[src/rtl/uart_rx_axis_master_if.sv]
// AXI-Stream handshake bundle carried by the UART receiver's output.
interface uart_rx_axis_master_if #(
  parameter int WIDTH = 8
);
  logic [WIDTH-1:0] m_axis_data;
  logic             m_axis_valid;
  logic             m_axis_ready;

  modport master (output m_axis_data, output m_axis_valid, input m_axis_ready);
  modport slave  (input m_axis_data, input m_axis_valid, output m_axis_ready);
endinterface

[src/rtl/uart_rx_axis_master.sv]
// 8N1 UART receiver with a single-entry AXI-Stream output register.
// Mid-bit sampling from the start-edge; framing errors and overruns pulse for one cycle.
module uart_rx_axis_master #(
  parameter int WIDTH        = 8,
  parameter int CLKS_PER_BIT = 868
) (
  input  logic                   clk,
  input  logic                   rst,
  input  logic                   rx,
  uart_rx_axis_master_if.master  m_axis,
  output logic                   frame_err,
  output logic                   overrun,
  output logic                   busy
);

  localparam int CW = (CLKS_PER_BIT > 1) ? $clog2(CLKS_PER_BIT) : 1;
  localparam int BW = (WIDTH > 1) ? $clog2(WIDTH) : 1;
  // START waits half a bit; DATA/STOP wait a full bit between samples.
  localparam logic [CW-1:0] HALF_LAST = CW'(CLKS_PER_BIT / 2 - 1);
  localparam logic [CW-1:0] BIT_LAST  = CW'(CLKS_PER_BIT - 1);
  localparam logic [BW-1:0] DATA_LAST = BW'(WIDTH - 1);

  typedef enum logic [1:0] {IDLE, START, DATA, STOP} state_t;

  state_t           state_q, state_d;
  logic [1:0]       sync_q, sync_d;
  logic [CW-1:0]    baud_q, baud_d;
  logic [BW-1:0]    bit_q, bit_d;
  logic [WIDTH-1:0] shift_q, shift_d;
  logic [WIDTH-1:0] data_q, data_d;
  logic             valid_q, valid_d;
  logic             fe_q, fe_d;
  logic             ov_q, ov_d;
  logic             busy_q, busy_d;
  logic             rx_s;
  logic             xfer;

  assign rx_s = sync_q[1];
  assign xfer = valid_q & m_axis.m_axis_ready;

  // Next-state logic: synchronizer, receive FSM, output register and handshake.
  always_comb begin
    sync_d  = {sync_q[0], rx};
    state_d = state_q;
    baud_d  = baud_q;
    bit_d   = bit_q;
    shift_d = shift_q;
    data_d  = data_q;
    valid_d = valid_q & ~xfer;
    fe_d    = 1'b0;
    ov_d    = 1'b0;
    case (state_q)
      IDLE: begin
        if (!rx_s) begin
          state_d = START;
          baud_d  = '0;
          bit_d   = '0;
        end
      end
      START: begin
        if (baud_q == HALF_LAST) begin
          baud_d  = '0;
          // A start bit that is gone by mid-bit was only a glitch.
          state_d = rx_s ? IDLE : DATA;
        end else begin
          baud_d = baud_q + 1'b1;
        end
      end
      DATA: begin
        if (baud_q == BIT_LAST) begin
          baud_d  = '0;
          // LSB arrives first, so new bits enter at the top and walk down.
          shift_d = WIDTH'({rx_s, shift_q} >> 1);
          if (bit_q == DATA_LAST) state_d = STOP;
          else                    bit_d   = bit_q + 1'b1;
        end else begin
          baud_d = baud_q + 1'b1;
        end
      end
      STOP: begin
        if (baud_q == BIT_LAST) begin
          baud_d  = '0;
          // Leave mid-stop-bit so a back-to-back start edge is not missed.
          state_d = IDLE;
          if (!rx_s) begin
            fe_d = 1'b1;
          end else if (valid_q && !xfer) begin
            ov_d = 1'b1;
          end else begin
            data_d  = shift_q;
            valid_d = 1'b1;
          end
        end else begin
          baud_d = baud_q + 1'b1;
        end
      end
      default: state_d = IDLE;
    endcase
    busy_d = (state_d != IDLE);
  end

  // State and registered outputs; reset abandons any frame without an error pulse.
  always_ff @(posedge clk) begin
    if (rst) begin
      state_q <= IDLE;
      sync_q  <= 2'b11;
      baud_q  <= '0;
      bit_q   <= '0;
      shift_q <= '0;
      data_q  <= '0;
      valid_q <= 1'b0;
      fe_q    <= 1'b0;
      ov_q    <= 1'b0;
      busy_q  <= 1'b0;
    end else begin
      state_q <= state_d;
      sync_q  <= sync_d;
      baud_q  <= baud_d;
      bit_q   <= bit_d;
      shift_q <= shift_d;
      data_q  <= data_d;
      valid_q <= valid_d;
      fe_q    <= fe_d;
      ov_q    <= ov_d;
      busy_q  <= busy_d;
    end
  end

  assign m_axis.m_axis_data  = data_q;
  assign m_axis.m_axis_valid = valid_q;
  assign frame_err           = fe_q;
  assign overrun             = ov_q;
  assign busy                = busy_q;

endmodule

[src/flat_wrapper.sv]
// flat-port wrapper written by rule: the top's interface ports become plain ports
module uart_rx_axis_master_flat 
#(
  parameter int WIDTH        = 8,
  parameter int CLKS_PER_BIT = 868
)
  (clk, rst, rx, frame_err, overrun, busy, m_axis_m_axis_data, m_axis_m_axis_valid, m_axis_m_axis_ready);
  uart_rx_axis_master_if #(.WIDTH(WIDTH)) m_axis_i ();
  input  logic clk;
  input  logic rst;
  input  logic rx;
  output logic frame_err;
  output logic overrun;
  output logic busy;
  output wire logic [$bits(m_axis_i.m_axis_data)-1:0] m_axis_m_axis_data;
  output wire logic [$bits(m_axis_i.m_axis_valid)-1:0] m_axis_m_axis_valid;
  input wire logic [$bits(m_axis_i.m_axis_ready)-1:0] m_axis_m_axis_ready;
  assign m_axis_m_axis_data = m_axis_i.m_axis_data;
  assign m_axis_m_axis_valid = m_axis_i.m_axis_valid;
  assign m_axis_i.m_axis_ready = m_axis_m_axis_ready;
  uart_rx_axis_master #(.WIDTH(WIDTH), .CLKS_PER_BIT(CLKS_PER_BIT)) u_core (.clk(clk), .rst(rst), .rx(rx), .m_axis(m_axis_i), .frame_err(frame_err), .overrun(overrun), .busy(busy));
endmodule
[config.mk]
export PLATFORM = sky130hd
export DESIGN_NAME = uart_rx_axis_master_flat
export DESIGN_NICKNAME = d
export VERILOG_FILES = /design/src/rtl/uart_rx_axis_master_if.sv /design/src/rtl/uart_rx_axis_master.sv /design/src/flat_wrapper.sv
export SDC_FILE = /design/constraint.sdc
export NUM_CORES = 1
export LEC_CHECK = 0
export ABC_AREA = 1
export BUFFER_PORTS_ARGS = -buffer_cell sky130_fd_sc_hd__buf_2
export CAP_MARGIN = 20
export CORE_MARGIN = 3
export CORE_UTILIZATION = 57
export DETAILED_ROUTE_END_ITERATION = 10
export GPL_ROUTABILITY_DRIVEN = 0
export GPL_TIMING_DRIVEN = 0
export PLACE_DENSITY = 0.77
export SETUP_SLACK_MARGIN = 0.1
export SYNTH_ARGS = -nofsm -noshare
export SYNTH_HDL_FRONTEND = slang
export SYNTH_SLANG_ARGS = --single-unit
[constraint.sdc]
create_clock -name clk -period 2 [get_ports clk]
set_input_delay 0.2 -clock clk [delete_from_list [all_inputs] [get_ports clk]]
set_output_delay 0.2 -clock clk [all_outputs]
set_load 0.05 [all_outputs]
# After elaboration in Yosys (flattened, before gate mapping)
# Cells that the tools add are included.
totals:
  reg_bits: 37
  input_bits: 4
  output_inout_bits: 12
op_classes:
  mux: 21
  eq_ne: 9
  n_addsub: 2
  bitwise_logic: 7
  reduce_logical: 11
op_table:
  columns: ["cell", "count"]
  rows:
  - ["$mux 10", 3]
  - ["$pmux 10 s3", 1]
  - ["$mux 2", 6]
  - ["$add 10x1->10 const B", 1]
  - ["$eq 10x10->1 const B", 1]
  - ["$eq 10x9->1 const B", 1]
  - ["$mux 3", 3]
  - ["$pmux 2 s4", 1]
  - ["$reduce_and 4->1", 2]
  - ["$mux 1", 6]
  - ["$pmux 3 s2", 1]
  - ["$not 1->1", 5]
  - ["$eq 2x2->1 const B", 2]
  - ["$ne 2x2->1 const B", 2]
  - ["$reduce_bool 2->1", 2]
  - ["$reduce_or 4->1", 1]
  - ["$add 3x1->3 const B", 1]
  - ["$eq 3x3->1 const B", 1]
  - ["$reduce_or 3->1", 1]
  - ["$and 1x1->1", 2]
  - ["$eq 2x1->1 const B", 1]
  - ["$logic_not 2->1", 1]
  - ["$ne 2x1->1 const B", 1]
  - ["$reduce_and 2->1", 1]
  - ["other kinds (3)", 3]

# Logic depth before layout (Yosys ltp)
logic_depth:
  word_depth: 7
  depth_mapped: 11

# Worst setup path after synthesis
# Ideal clock, no wire load.
synth_path:
  kind: "register -> register"
  start: "register u_core.baud_q[0]"
  end: "register u_core.shift_q[0]"
  stages_incl_launch_ff: 9
  path_buffers: 1
  setup_slack_ns: 0.497
  required_time_ns: 1.884
  arrival_time_ns: 1.387
  path_cell_list: "dfxtp_1 > ha_1 > nand2_1 > nor2_1 > nand3_4 > or2_1 > buf_2 > nor2_1 > nor2_1"
synth_via:
  elab_chain_cells: 2
synth_lines:
  columns: ["item", "line", "rtl"]
  rows:
  - ["start: declaration", "uart_rx_axis_master.sv:27", "logic [CW-1:0] baud_q, baud_d;"]
  - ["start signal: assignment", "uart_rx_axis_master.sv:118", "baud_q <= baud_d;"]
  - ["$eq 10x10->1", "uart_rx_axis_master.sv:70", "if (baud_q == BIT_LAST) begin"]
  - ["$reduce_and 2->1 (no line)", null, null]
  - ["end signal: assignment", "uart_rx_axis_master.sv:120", "shift_q <= shift_d;"]
  - ["end: declaration", "uart_rx_axis_master.sv:29", "logic [WIDTH-1:0] shift_q, shift_d;"]
# Every way passes these cells.
# A chain may end at the register's enable or synchronous reset.

# Worst setup path in the final report
layout_path:
  start: "register u_core.state_q[1]"
  end: "register u_core.data_q[5] (netlist: u_core.m_axis.m_axis_data[5])"
layout_via:
  elab_chain_cells: 2
layout_lines:
  columns: ["item", "line", "rtl"]
  rows:
  - ["start: declaration", "uart_rx_axis_master.sv:25", "state_t state_q, state_d;"]
  - ["start signal: assignment", "uart_rx_axis_master.sv:116", "state_q <= state_d;"]
  - ["$eq 2x2->1", "uart_rx_axis_master.sv:52", "case (state_q)"]
  - ["$reduce_and 4->1 (no line)", null, null]
  - ["end signal: assignment", "uart_rx_axis_master.sv:121", "data_q <= data_d;"]
  - ["end: declaration", "uart_rx_axis_master.sv:30", "logic [WIDTH-1:0] data_q, data_d;"]
# Every way passes these cells.

==> summary.txt <==
Outcome: finished clean
Final hold vios: 0
Clk pwr share: 40.9%
Detailed Place HPWL: 2.38 mm
Setup crit start kind: register
Hold WC Path Type: input port to register
Worst setup margin: 0.272 ns
First-pass GRT wire length: 5.72 mm
CTS Buf Count: 5
Die Footprint: 3630 µm²
Antenna-violating nets left: 0
Internal power: 1.05 mW
Maximum vdd drop: 597 µV
Comb power frac: 4.0%
RSZ-0062 raised after global routing: true
Worst slew margin: 54.8%
Synth area leaders: dfxtp_1 44%, nand2_1 11%, nor2_1 7.2%, inv_1 6.3%, a21oi_1 6.0%
Leak: 0.844 nW
Share of cells above drive strength 1: 14.3%
TritonCTS sink count: 37
Die X: 60.2 µm
Top-count cell post-synth: nand2_1
Crit path DAT: 1.94 ns
Pin count of the biggest net entering global routing: 13
Top FF cell, synth: dfxtp_1
Fmax: 0.579 GHz
Fin crit period: 1.73 ns
Max Cap Viol: 0
Post-synth top cells: 51 x nand2_1, 37 x dfxtp_1, 32 x nor2_1
Flop pwr share: 55.1%
Top cell type's share of synthesized area: 44.2%
Actual slew at the worst max-slew pin: 0.675 ns
Layout Skew: 0.00896 ns
Via density: 5.19
WL per Instance: 11.8 µm
Drt first pass iters: 4
Clock slew at reported path FFs: 0.12 ns
Die Y-Extent: 60.2 µm
DR iter-0 viols: 74
Root buf cell: clkbuf_4
Post-Route WL: 3.42 mm
Nets@finish: 266
Clk_lat worst skew: 0.35 ns
Ys async rst share: 0%
Synthesized Nets: 243
ANT cells: 0
GRT Total Usage: 21.4%
Core ar.: 2780 µm²
IO Pins: 16
Final worst-path cycle share: 86.4%
Post-synthesis sequential area ratio: 44.2%
Synth Register Bits: 37
CP Class: register to register
Synthesized area: 1680 µm²
DR vias: 1506
H-Tree Depth: 2
Synth area leader: dfxtp_1
Input/output buffers: 14
Placement Setup Slack: 0.208 ns
Yosys cell types: 24
Vias in the first global route: 1255
Mapped Cells: 235
Critical path peak fanout: 9
Initial core utilization: 60.2%
Power Density: 717 nW/µm²
Initial antenna violation count: 0
Register area: 741 µm²
Area occupied by multi-input gates: 807 µm²
# setup viols final: 0
Syn avg cell area: 7.13 µm²
Psw: 0.301 mW
Max Buffers Root-to-Sink: 2
Worst EP required: 2.22 ns
CTS tree: yes
EDFF count, synth: 0
Layout area overhead: 12.8%
Fin Setup TNS: 0 ns
Final Power: 1.35 mW
Fill count: 260
Cell row count: 19
Crit end category: register
Ys Warns: 0
Total grt overflow: 0
DRC: 0
Switching share of power: 22.2%
Max Slew Vio Count: 0
-- sequential cells by signal, summed over array words and instances, names as in the netlist --
register and flops:
u_core.frame_err 1, u_core.overrun 1, u_core.state_q 2, u_core.bit_q 3, u_core.shift_q 8, u_core.baud_q 10, u_core.sync_q 2, u_core.m_axis.m_axis_valid 1
u_core.busy 1, u_core.m_axis.m_axis_data 8
-- power groups by stage --
| stage | registers (mW) | clock network, mW | logic (mW) |
|---|---|---|---|
| after floorplan | 0.766 | 0 | 0.0349 |
| after global placement | 0.763 | 0 | 0.0537 |
| after detailed placement | 0.763 | 0 | 0.0539 |
| after CTS | 0.746 | 0.564 | 0.0541 |
| after global routing | 0.747 | 0.604 | 0.0605 |
| final | 0.746 | 0.554 | 0.0542 |
-- cell type report --
class | instances | share of cell area (%)
Buffer | 6 | 1.32
Clock buffer | 6 | 2.71
Clock inverter | 2 | 1.99
Inverter | 28 | 5.56
Multi-Input combinational cell | 164 | 42.7
Sequential cell | 37 | 39.2
Tap cell | 31 | 2.05
Timing Repair Buffer | 16 | 4.50
-- final timing paths --
kind                                                     end         startpoint  slack, ns  cells past startpoint
worst max-delay path            u_core.m_axis.m_axis_data[5]  u_core.state_q[1]       0.27                      5
worst min-delay path                        u_core.sync_q[0]                 rx       0.04                      2
worst max register to register  u_core.m_axis.m_axis_data[5]  u_core.state_q[1]       0.27                      5
worst min register to register              u_core.sync_q[1]   u_core.sync_q[0]       0.43                      1
-- cell usage in the layout, fill, tap and decap left out, drive strengths merged --
master	netlist	routed
xnor2	1	1
buf	2	18
o21ai	16	16
nand3	21	21
clkbuf	4	10
nand2	54	54
xor2	1	1
nor4	1	1
nor2	35	35
nand4	4	4
a21oi	20	20
ha	4	4
clkinvlp	0	1
or2	3	3
bufinv	0	1
inv	28	28
nor3	4	4
dfxtp	37	37
-- layer usage --
metal / vias up / track usage, % / wire length [µm]
met5: - / 0 / 0
met4: 0 / 8.86 / 52
met3: 6 / 6.48 / 227
met2: 39 / 30.6 / 1480
met1: 661 / 29.7 / 1650
li1: 800 / - / -
-- metrics by stage --
stage               area (µm²)  hold slack (ns)  util (%)  instances
floorplan                 1680            0.304         -        235
global placement          1780            0.391      64.1        280
detailed placement        1780            0.395      64.1        280
CTS                       1870           0.0320      67.3        288
global route              1890           0.0232      68.0        290
finish                    1890           0.0410      68.0        290
-- worst max-delay path: stages (launching register included) --
cell and delay, ns:
dfxtp_1 0.47, nand2_1 0.13, nor2_1 0.55, nand2_2 0.27
nand2_1 0.11, a21oi_1 0.07
-- logic make-up (layout without fill, tap and decap cells) --
logic type / after synthesis / count (layout) / share of synthesized area, %
compound gates: 36 / 36 / 10.8
xor+xnor: 2 / 2 / 1.05
fa+ha+maj: 4 / 4 / 2.99
buf+inv: 34 / 58 / 7.77
flops: 37 / 37 / 44.2
simple gates: 122 / 122 / 33.2
-- repair_timing --
action / 4_1_cts / 5_1_grt
gates resized for setup: 0 / 1
setup endpoints to repair: 0 / 13
setup buffers: 0 / 2
hold buffers: 0 / 0
(Power assumes the default switching activity.)
